===== config.mk =====
export PLATFORM = sky130hd
export DESIGN_NAME = dma_icb_master
export DESIGN_NICKNAME = d
export VERILOG_FILES = /design/src/rtl/dma_pkg.sv /design/src/rtl/dma_buf.sv /design/src/rtl/dma_icb_master.sv
export SDC_FILE = /design/constraint.sdc
export NUM_CORES = 1
export LEC_CHECK = 0
export ABC_CLOCK_PERIOD_IN_PS = 6300
export CAP_MARGIN = 20
export CORE_UTILIZATION = 46
export DETAILED_ROUTE_END_ITERATION = 8
export PLACE_DENSITY = 0.66
export SLEW_MARGIN = 20
export SYNTH_ARGS = -nofsm -noshare
export SYNTH_HDL_FRONTEND = slang
export SYNTH_SLANG_ARGS = --single-unit

===== constraint.sdc =====
create_clock -name clk -period 6.3 [get_ports clk]
set_clock_uncertainty 0.2 [all_clocks]
set_input_delay 0.945 -clock clk [delete_from_list [all_inputs] [get_ports clk]]
set_output_delay 0.945 -clock clk [all_outputs]
set_load 0.01 [all_outputs]

===== src/rtl/dma_pkg.sv =====
// Shared types and constants for the DMA data mover and its config slave.
package dma_pkg;

  typedef enum logic [1:0] {
    IDLE = 2'd0,
    RD   = 2'd1,
    WR   = 2'd2,
    DONE = 2'd3
  } dma_state_e;

  // Register map of the config slave that drives this mover.
  localparam logic [7:0] REG_SR  = 8'h00;
  localparam logic [7:0] REG_CTR = 8'h04;
  localparam logic [7:0] REG_CR  = 8'h08;
  localparam logic [7:0] REG_SRC = 8'h0C;
  localparam logic [7:0] REG_DST = 8'h10;
  localparam logic [7:0] REG_LEN = 8'h14;

  localparam logic [31:0] WORD_BYTES = 32'd4;

  // Status register bit positions built from busy/done/err.
  localparam int SR_BUSY_BIT = 0;
  localparam int SR_DONE_BIT = 1;
  localparam int SR_ERR_BIT  = 2;

endpackage


===== src/rtl/dma_buf.sv =====
// Burst staging buffer: read responses land here, write commands drain it.
module dma_buf
  import dma_pkg::*;
#(
  parameter int DEPTH = 8,
  parameter int AW    = $clog2(DEPTH)
) (
  input  logic          clk,
  input  logic          we,
  input  logic [AW-1:0] waddr,
  input  logic [31:0]   wdata,
  input  logic [AW-1:0] raddr,
  output logic [31:0]   rdata
);

  logic [31:0] mem [DEPTH];

  // Capture one response word per cycle; contents need no reset since
  // every slot is written before it is read in a burst.
  always_ff @(posedge clk) begin
    if (we) begin
      mem[waddr] <= wdata;
    end
  end

  assign rdata = mem[raddr];

endmodule


===== src/rtl/dma_icb_master.sv =====
// DMA data mover: copies len_words words from src to dst over one ICB
// initiator port, in read-then-write bursts of up to BUF_DEPTH words.
module dma_icb_master
  import dma_pkg::*;
#(
  parameter int BUF_DEPTH = 8,
  parameter int LEN_W     = 32
) (
  input  logic             clk,
  input  logic             rst,
  input  logic             start,
  input  logic [31:0]      src_addr,
  input  logic [31:0]      dst_addr,
  input  logic [LEN_W-1:0] len_words,
  output logic             busy,
  output logic             done,
  output logic             err,
  output logic             dma_icb_cmd_valid,
  input  logic             dma_icb_cmd_ready,
  output logic             dma_icb_cmd_read,
  output logic [31:0]      dma_icb_cmd_addr,
  output logic [31:0]      dma_icb_cmd_wdata,
  output logic [3:0]       dma_icb_cmd_wmask,
  input  logic             dma_icb_rsp_valid,
  output logic             dma_icb_rsp_ready,
  input  logic [31:0]      dma_icb_rsp_rdata,
  input  logic             dma_icb_rsp_err
);

  localparam int AW    = $clog2(BUF_DEPTH);
  localparam int CNT_W = AW + 1;

  dma_state_e       state_q, state_d;
  logic [31:0]      src_q, src_d;
  logic [31:0]      dst_q, dst_d;
  logic [LEN_W-1:0] rem_q, rem_d;
  logic [CNT_W-1:0] n_q, n_d;
  logic [CNT_W-1:0] cmd_cnt_q, cmd_cnt_d;
  logic [CNT_W-1:0] rsp_cnt_q, rsp_cnt_d;
  logic             err_q, err_d;

  logic             cmd_valid_q, cmd_valid_d;
  logic             cmd_read_q, cmd_read_d;
  logic [31:0]      cmd_addr_q, cmd_addr_d;
  logic [31:0]      cmd_wdata_q, cmd_wdata_d;
  logic [3:0]       cmd_wmask_q, cmd_wmask_d;

  logic             active;
  logic             cmd_hsk;
  logic             rsp_take;
  logic             err_set;
  logic [CNT_W-1:0] idx_next;
  logic [LEN_W-1:0] rem_after;
  logic [31:0]      addr_base;
  logic [31:0]      buf_rdata;
  logic             issue_ok;

  // Burst size for the next chunk: whatever is left, capped at the buffer depth.
  function automatic logic [CNT_W-1:0] burst_len(input logic [LEN_W-1:0] r);
    if (r >= LEN_W'(BUF_DEPTH)) begin
      return CNT_W'(BUF_DEPTH);
    end
    return r[CNT_W-1:0];
  endfunction

  assign active    = (state_q == RD) || (state_q == WR);
  assign cmd_hsk   = cmd_valid_q & dma_icb_cmd_ready;
  assign rsp_take  = dma_icb_rsp_valid & active;
  assign err_set   = rsp_take & dma_icb_rsp_err;
  assign idx_next  = cmd_cnt_q + CNT_W'(cmd_hsk);
  assign rem_after = rem_q - LEN_W'(n_q);
  assign addr_base = (state_q == RD) ? src_q : dst_q;

  dma_buf #(
    .DEPTH (BUF_DEPTH)
  ) u_buf (
    .clk   (clk),
    .we    ((state_q == RD) && dma_icb_rsp_valid),
    .waddr (rsp_cnt_q[AW-1:0]),
    .wdata (dma_icb_rsp_rdata),
    .raddr (idx_next[AW-1:0]),
    .rdata (buf_rdata)
  );

  // Next-state, burst bookkeeping and the registered command channel.
  always_comb begin
    state_d   = state_q;
    src_d     = src_q;
    dst_d     = dst_q;
    rem_d     = rem_q;
    n_d       = n_q;
    cmd_cnt_d = cmd_cnt_q + CNT_W'(cmd_hsk);
    rsp_cnt_d = rsp_cnt_q + CNT_W'(rsp_take);
    err_d     = err_q | err_set;

    case (state_q)
      IDLE: begin
        if (start) begin
          src_d     = src_addr & 32'hFFFF_FFFC;
          dst_d     = dst_addr & 32'hFFFF_FFFC;
          rem_d     = len_words;
          err_d     = 1'b0;
          cmd_cnt_d = '0;
          rsp_cnt_d = '0;
          if (len_words == '0) begin
            state_d = DONE;
          end else begin
            n_d     = burst_len(len_words);
            state_d = RD;
          end
        end
      end
      RD: begin
        if (err_q) begin
          if (!cmd_valid_q && (cmd_cnt_q == rsp_cnt_q)) begin
            state_d = DONE;
          end
        end else if (rsp_cnt_q == n_q) begin
          state_d   = WR;
          cmd_cnt_d = '0;
          rsp_cnt_d = '0;
        end
      end
      WR: begin
        if (err_q) begin
          if (!cmd_valid_q && (cmd_cnt_q == rsp_cnt_q)) begin
            state_d = DONE;
          end
        end else if (rsp_cnt_q == n_q) begin
          src_d     = src_q + 32'(n_q) * WORD_BYTES;
          dst_d     = dst_q + 32'(n_q) * WORD_BYTES;
          rem_d     = rem_after;
          cmd_cnt_d = '0;
          rsp_cnt_d = '0;
          if (rem_after == '0) begin
            state_d = DONE;
          end else begin
            n_d     = burst_len(rem_after);
            state_d = RD;
          end
        end
      end
      DONE: begin
        state_d = IDLE;
      end
      default: begin
        state_d = IDLE;
      end
    endcase

    issue_ok = active && !err_q && !err_set && (state_d == state_q) && (idx_next < n_q);

    cmd_valid_d = cmd_valid_q;
    cmd_read_d  = cmd_read_q;
    cmd_addr_d  = cmd_addr_q;
    cmd_wdata_d = cmd_wdata_q;
    cmd_wmask_d = cmd_wmask_q;
    if (!cmd_valid_q || dma_icb_cmd_ready) begin
      cmd_valid_d = 1'b0;
      cmd_read_d  = 1'b0;
      cmd_addr_d  = '0;
      cmd_wdata_d = '0;
      cmd_wmask_d = 4'h0;
      if (issue_ok) begin
        cmd_valid_d = 1'b1;
        cmd_read_d  = (state_q == RD);
        cmd_addr_d  = addr_base + (32'(idx_next) << 2);
        cmd_wdata_d = (state_q == RD) ? 32'h0 : buf_rdata;
        cmd_wmask_d = (state_q == RD) ? 4'h0 : 4'hF;
      end
    end
  end

  // State, counters, addresses and command registers.
  always_ff @(posedge clk) begin
    if (rst) begin
      state_q     <= IDLE;
      src_q       <= '0;
      dst_q       <= '0;
      rem_q       <= '0;
      n_q         <= '0;
      cmd_cnt_q   <= '0;
      rsp_cnt_q   <= '0;
      err_q       <= 1'b0;
      cmd_valid_q <= 1'b0;
      cmd_read_q  <= 1'b0;
      cmd_addr_q  <= '0;
      cmd_wdata_q <= '0;
      cmd_wmask_q <= 4'h0;
    end else begin
      state_q     <= state_d;
      src_q       <= src_d;
      dst_q       <= dst_d;
      rem_q       <= rem_d;
      n_q         <= n_d;
      cmd_cnt_q   <= cmd_cnt_d;
      rsp_cnt_q   <= rsp_cnt_d;
      err_q       <= err_d;
      cmd_valid_q <= cmd_valid_d;
      cmd_read_q  <= cmd_read_d;
      cmd_addr_q  <= cmd_addr_d;
      cmd_wdata_q <= cmd_wdata_d;
      cmd_wmask_q <= cmd_wmask_d;
    end
  end

  assign busy              = (state_q != IDLE);
  assign done              = (state_q == DONE);
  assign err               = err_q;
  assign dma_icb_cmd_valid = cmd_valid_q;
  assign dma_icb_cmd_read  = cmd_read_q;
  assign dma_icb_cmd_addr  = cmd_addr_q;
  assign dma_icb_cmd_wdata = cmd_wdata_q;
  assign dma_icb_cmd_wmask = cmd_wmask_q;
  assign dma_icb_rsp_ready = 1'b1;

endmodule

# Word-level counts from Yosys, hierarchy flattened
# Memories as Yosys holds them, arrays and structs flattened.
# Index checks and enable logic that the tools add are counted.
# totals
inputBits,134
elab_cells,117
register_bits,181
output_inout_bits,74
mem_bits_rw,256
mem_count,1
# op_classes
n_addsub,6
n_lt_le_gt_ge,3
reduce_logical,19
n_mux,60
bitwise,4
n_eq_ne,11
# mem_list
name,words,word_bits,rd,rd_clocked_by_memory_dff,wr,line_no,text
u_buf.mem,8,32,1,0,1,dma_buf.sv:16,logic [31:0] mem [DEPTH];
# ops
operator,count
$mux W32,13
$pmux W32 S2,3
$add A32 B6 Y32,3
$mux W4,17
$ge A32 B4 Y1 const B,2
$logic_not A32 Y1,2
$sub A32 B4 Y32,1
$pmux W4 S2,3
$mux W2,8
$mux W1,15
$add A4 B1 Y4,2
$eq A4 B4 Y1,2
$ne A2 B2 Y1 const B,4
$pmux W2 S4,1
$logic_and A1 B1 Y1,6
$reduce_and A6 Y1,1
$eq A2 B2 Y1 const B,2
$lt A4 B4 Y1,1
$reduce_and A4 Y1,1
$reduce_bool A2 Y1,2
$and A1 B1 Y1,3
$logic_not A1 Y1,3
$eq A2 B1 Y1 const B,1
$eq A2 B2 Y1,1
other kinds (5),6

# Longest topological paths before layout
# depth
depth_word,12
ltp_mapped,19
depth_no_buf,13

# By module
# A second synthesis with hierarchy kept.
# unflattened
cells_unflattened,1745
area_unflattened_um2,20418.3
# modules_own_cells
mod,seq_area_each_um2,instances,area_per_inst_um2,cells_each
dma_icb_master,3463.3,1,10592.7,1362
dma_buf,7687.4,1,9825.7,383

# Worst setup path before layout
# Ideal clock, no wire load.
# synth_timing
path_kind,register to register
startpoint,register state_q[1]
endpoint,"memory u_buf.mem[4][0], enable pin"
path_buffers,6
synth_period_minus_slack_ns,5.534
setup_time_ns,0.461
required_ns,5.639
slack_ns,0.766
arrival_time_ns,4.873
stages_incl_launch_ff,11
cell_sequence,dfxtp_1 -> inv_1 -> ha_1 -> clkbuf_1 -> clkbuf_1 -> buf_1 -> buf_2 -> clkbuf_1 -> clkbuf_1 -> nand3_1 -> nor3_1
# synth_between
elab_chain_len,4
# synth_lines
element,line_no,text
start: declaration,dma_icb_master.sv:33,"dma_state_e state_q, state_d;"
start signal: assignment,dma_icb_master.sv:191,state_q <= state_d;
$eq A2 B1 Y1,dma_icb_master.sv:78,".we ((state_q == RD) && dma_icb_rsp_valid),"
$logic_and A1 B1 Y1,dma_icb_master.sv:78,
$mux W1,dma_buf.sv:21,if (we) begin
$mux W1 (implied by the code),dma_buf.sv:22,mem[waddr] <= wdata;
end: declaration,dma_buf.sv:16,
# No other way between the ends.

# Worst setup path after layout
# layout_timing
startpoint,input dma_icb_cmd_ready
endpoint,"register cmd_addr_q[24], in the netlist dma_icb_cmd_addr[24]"
# layout_between
elab_chain_len,5
elab_cells_between_ends,7
classes_between,2 x add/sub; 1 x order compare; 1 x mux; 1 x bitwise; 2 x reduce/logical
# layout_lines
element,line_no,text
start: declaration,dma_icb_master.sv:19,"input logic dma_icb_cmd_ready,"
branches (longest 5 deep; another with $add A32 B6 Y32),n/a,
end signal: assignment,dma_icb_master.sv:201,cmd_addr_q <= cmd_addr_d;
end: declaration,dma_icb_master.sv:44,"logic [31:0] cmd_addr_q, cmd_addr_d;"
# Several ways; the timed one is not identified.
# A chain may end at the register's enable or synchronous reset.

==> flow_summary.ini <==
[pwr]
ir_worst_vdd_mv = 0.246
p_leak_nw = 7.88
p_per_area_nw_per_um2 = 378

[yosys]
synthArstFlopShare_pct = 0
synth_compound_area_share_pct = 13.5
synth.most_common_cell = edfxtp_1
synth_top_family_by_area = simple AND/OR/NAND/NOR gates
yosys-top-cells-area = edfxtp_1 37%, dfxtp_1 17%, mux4_2 7.0%
ys.flop_type = edfxtp_1
synth_simple_gate_area_share_pct = 14.1
ys_top_cells_by_count = 256 x edfxtp_1, 173 x dfxtp_1, 166 x nand2_1, 130 x nor2_1, 96 x a21oi_1
synth_warnings = 0
synth.net_count = 1970
synth_xor_area_share_pct = 2.01
seq_area_frac_synth_pct = 54.4
syn_avg_cell_area_sq_um = 11.4
synth_largest_area_cell = edfxtp_1
synthMuxAreaShare_pct = 10.7
synthAdderAreaFrac_pct = 2.04
ys_seq_elements = 429
ys_types = 84
synthesis.area_sq_um = 20500
synth_edf_count = 256
netlist_instances = 1805
synth_top_area_share_pct = 37.5

[setup_path]
endpoint_kind = flip-flop
worstSetupPathType = input pin to flip-flop
cp.arrival_ps = 4760
crit_fanout = 28
crit_path_start_kind = input pin
reg2reg_depth = 10
r2r-start = n_q[2]
path_cells = clkdlybuf4s50_1, and2_1, ha_4, ha_1, fa_1, a21o_1, a21oi_1, nand3b_1, nor3_1, nand2_1, a221oi_1, xnor2_1, a32o_1
cpPeakStageDelay_ps = 630
crit_required_ps = 6570
crit_start = dma_icb_cmd_ready
cp_slowest_cell = ha_4
critical_path.top_delay_family = simple AND/OR/NAND/NOR gates
crit_cells = 13
crit_buf_inv = 1

[sta]
hold_violations = 0
drv_slew = 0
worst_pin_slew_ps = 901
rsz0062_at_grt = false
fin_setup_tns_ps = 0
period_share_pct = 71.2
setup_viol_count_final = 0
finalCriticalPeriod_ps = 4490
slew_headroom_pct = 39.8
max_freq_mhz = 223

[cts]
clk_pin_slew_ps = 60
post_cts_buffers = 0
root_buffer = clkbuf_16
cts_buffers = 44
clock_latency_ps = 580
hold_buffers = 0
htree_levels = 2
cts_max_path_buffers = 3
cts_tree = done
ctsResizeCount = 0
cts.sinks = 429

[global_route]
grt_pass1_wl_um = 84100
gr-total-overflow = 0
grt_max_degree = 66
track_usage_pct = 24.3
grt_pass1_vias = 14800
antenna_found_initial = 8

[final_layout]
multi_input_area_sq_um = 8780
final.fill_count = 3742
regArea_sq_um = 11200
syn2layout_area_growth_pct = 19.2
final_cell_area_sq_um = 24400
drive_above_1_share_pct = 10.4
fin_nets = 2111

[drt]
num_vias = 15200
drt_first_iter_violations = 1703
wl_per_cell_um = 21.5
drt_wl_total_um = 55300
drt_first_pass_iters = 5
detail-route-antenna-nets = 0
vias_per_cell = 5.93
drc = 0

[floorplan]
rows = 76
initial_core_util_pct = 47.1
die_x_um = 213
die_y_um = 213
die_area_sq_um = 45400
pin_count = 208
core_sq_um = 43600

[min_path]
hold_class = flip-flop to flip-flop
min_path_cells = 2
worstHoldStart = dma_icb_cmd_wdata[8]

[placement]
place_congestion = 0.947
postPlaceCellArea_sq_um = 23000
numPortBuffers = 202
hpwl_um = 36200

[job]
cap_viol_max_count = 0

[run_status]
status = completed
-- final cells by class --
cell class / instances / share of cell area [%]
Clock buffer: 58 / 4.89
Clock inverter: 23 / 1.05
Sequential cell: 429 / 45.6
Timing Repair Buffer: 226 / 9.07
Antenna cell: 5 / 0.0512
Inverter: 25 / 0.384
Tap cell: 585 / 2.99
Multi-Input combinational cell: 1220 / 35.9
-- state kept, by name, summed over array words and instances, names as in the netlist --
name and flops:
dma_icb_cmd_wmask 1, state_q 2, src_q 30, dma_icb_cmd_wdata 32
cmd_cnt_q 4, dst_q 30, dma_icb_cmd_valid 1, u_buf.mem 256
dma_icb_cmd_read 1, rem_q 32, rsp_cnt_q 4, err 1
dma_icb_cmd_addr 31, n_q 4
-- worst paths after layout --
| path | end | slack, ps |
|---|---|---|
| max reg2reg | dma_icb_cmd_addr[22] | 1850 |
| min | dma_icb_cmd_wdata[8] | 250 |
| max | dma_icb_cmd_addr[24] | 1810 |
| min reg2reg | dma_icb_cmd_wdata[8] | 250 |
-- per-layer routing --
metal  track usage (%)  vias up  share of wire (%)  wire [um]
met4              8.66        8                2.8       1520
met5                 0        -              0.087         48
met3              4.37       99                7.1       3900
li1                  -     7132                  -          -
met2              40.0      518                 47      26200
met1              32.1     7492                 43      23600
-- tightest hold or removal path: stages (launching register included) --
cell and delay, ps:
dfxtp_1 310, nand2_1 50, o21ai_1 50
-- per-stage QoR --
stage          total power [mW]  instances  hold WS (ps)  worst slack, ps  util, %
5_1_grt                    9.72       2567           272             1360     56.1
4_1_cts                    9.24       2565           250             1850     56.1
2_1_floorplan              5.75       1805           232              766        -
3_5_place_dp               6.61       2484           241             1250     52.7
6_report                   9.25       2571           247             1810     56.1
3_3_place_gp               6.54       2484           237             1270     52.7
-- report_power, final --
| group | internal [mW] | switching (mW) | leakage (nW) | total, mW |
|---|---|---|---|---|
| clock | 1.51 | 1.12 | 0.705 | 2.63 |
| combinational | 1.17 | 1.79 | 3.46 | 2.96 |
| sequential | 3.26 | 0.400 | 3.72 | 3.66 |
| total | 5.95 | 3.30 | 7.88 | 9.25 |
-- logic make-up after synthesis --
family                     count (synthesis)
and+or+nand+nor                          582
DFF                                      429
AOI/OAI and AO/OA                        421
buffers and inverters                    156
muxes                                    138
xor gates and xnor gates                  47
adders and majority gates                 31
other                                      1
-- cells in the final DEF, fill, tap and decap left out, types with 19 or more instances in the layout --
cell type | Yosys | final
mux4_2 | 64 | 64
nor4_1 | 26 | 26
a22o_1 | 23 | 23
o22ai_1 | 29 | 29
nor3_1 | 54 | 52
a211oi_1 | 41 | 40
nor2b_1 | 31 | 31
dfxtp_1 | 173 | 173
edfxtp_1 | 256 | 256
o21ai_0 | 77 | 77
a21o_1 | 24 | 24
nand4_1 | 20 | 20
xnor2_1 | 27 | 27
nand3_1 | 59 | 59
nor2_1 | 130 | 123
nand2_1 | 166 | 166
clkbuf_16 | 0 | 45
mux2i_1 | 64 | 64
o21ai_1 | 30 | 30
ha_1 | 27 | 23
xor2_1 | 20 | 19
clkdlybuf4s50_1 | 0 | 201
buf_4 | 6 | 23
inv_1 | 24 | 24
a21oi_1 | 96 | 96
Power figures use the tool's default switching activity.
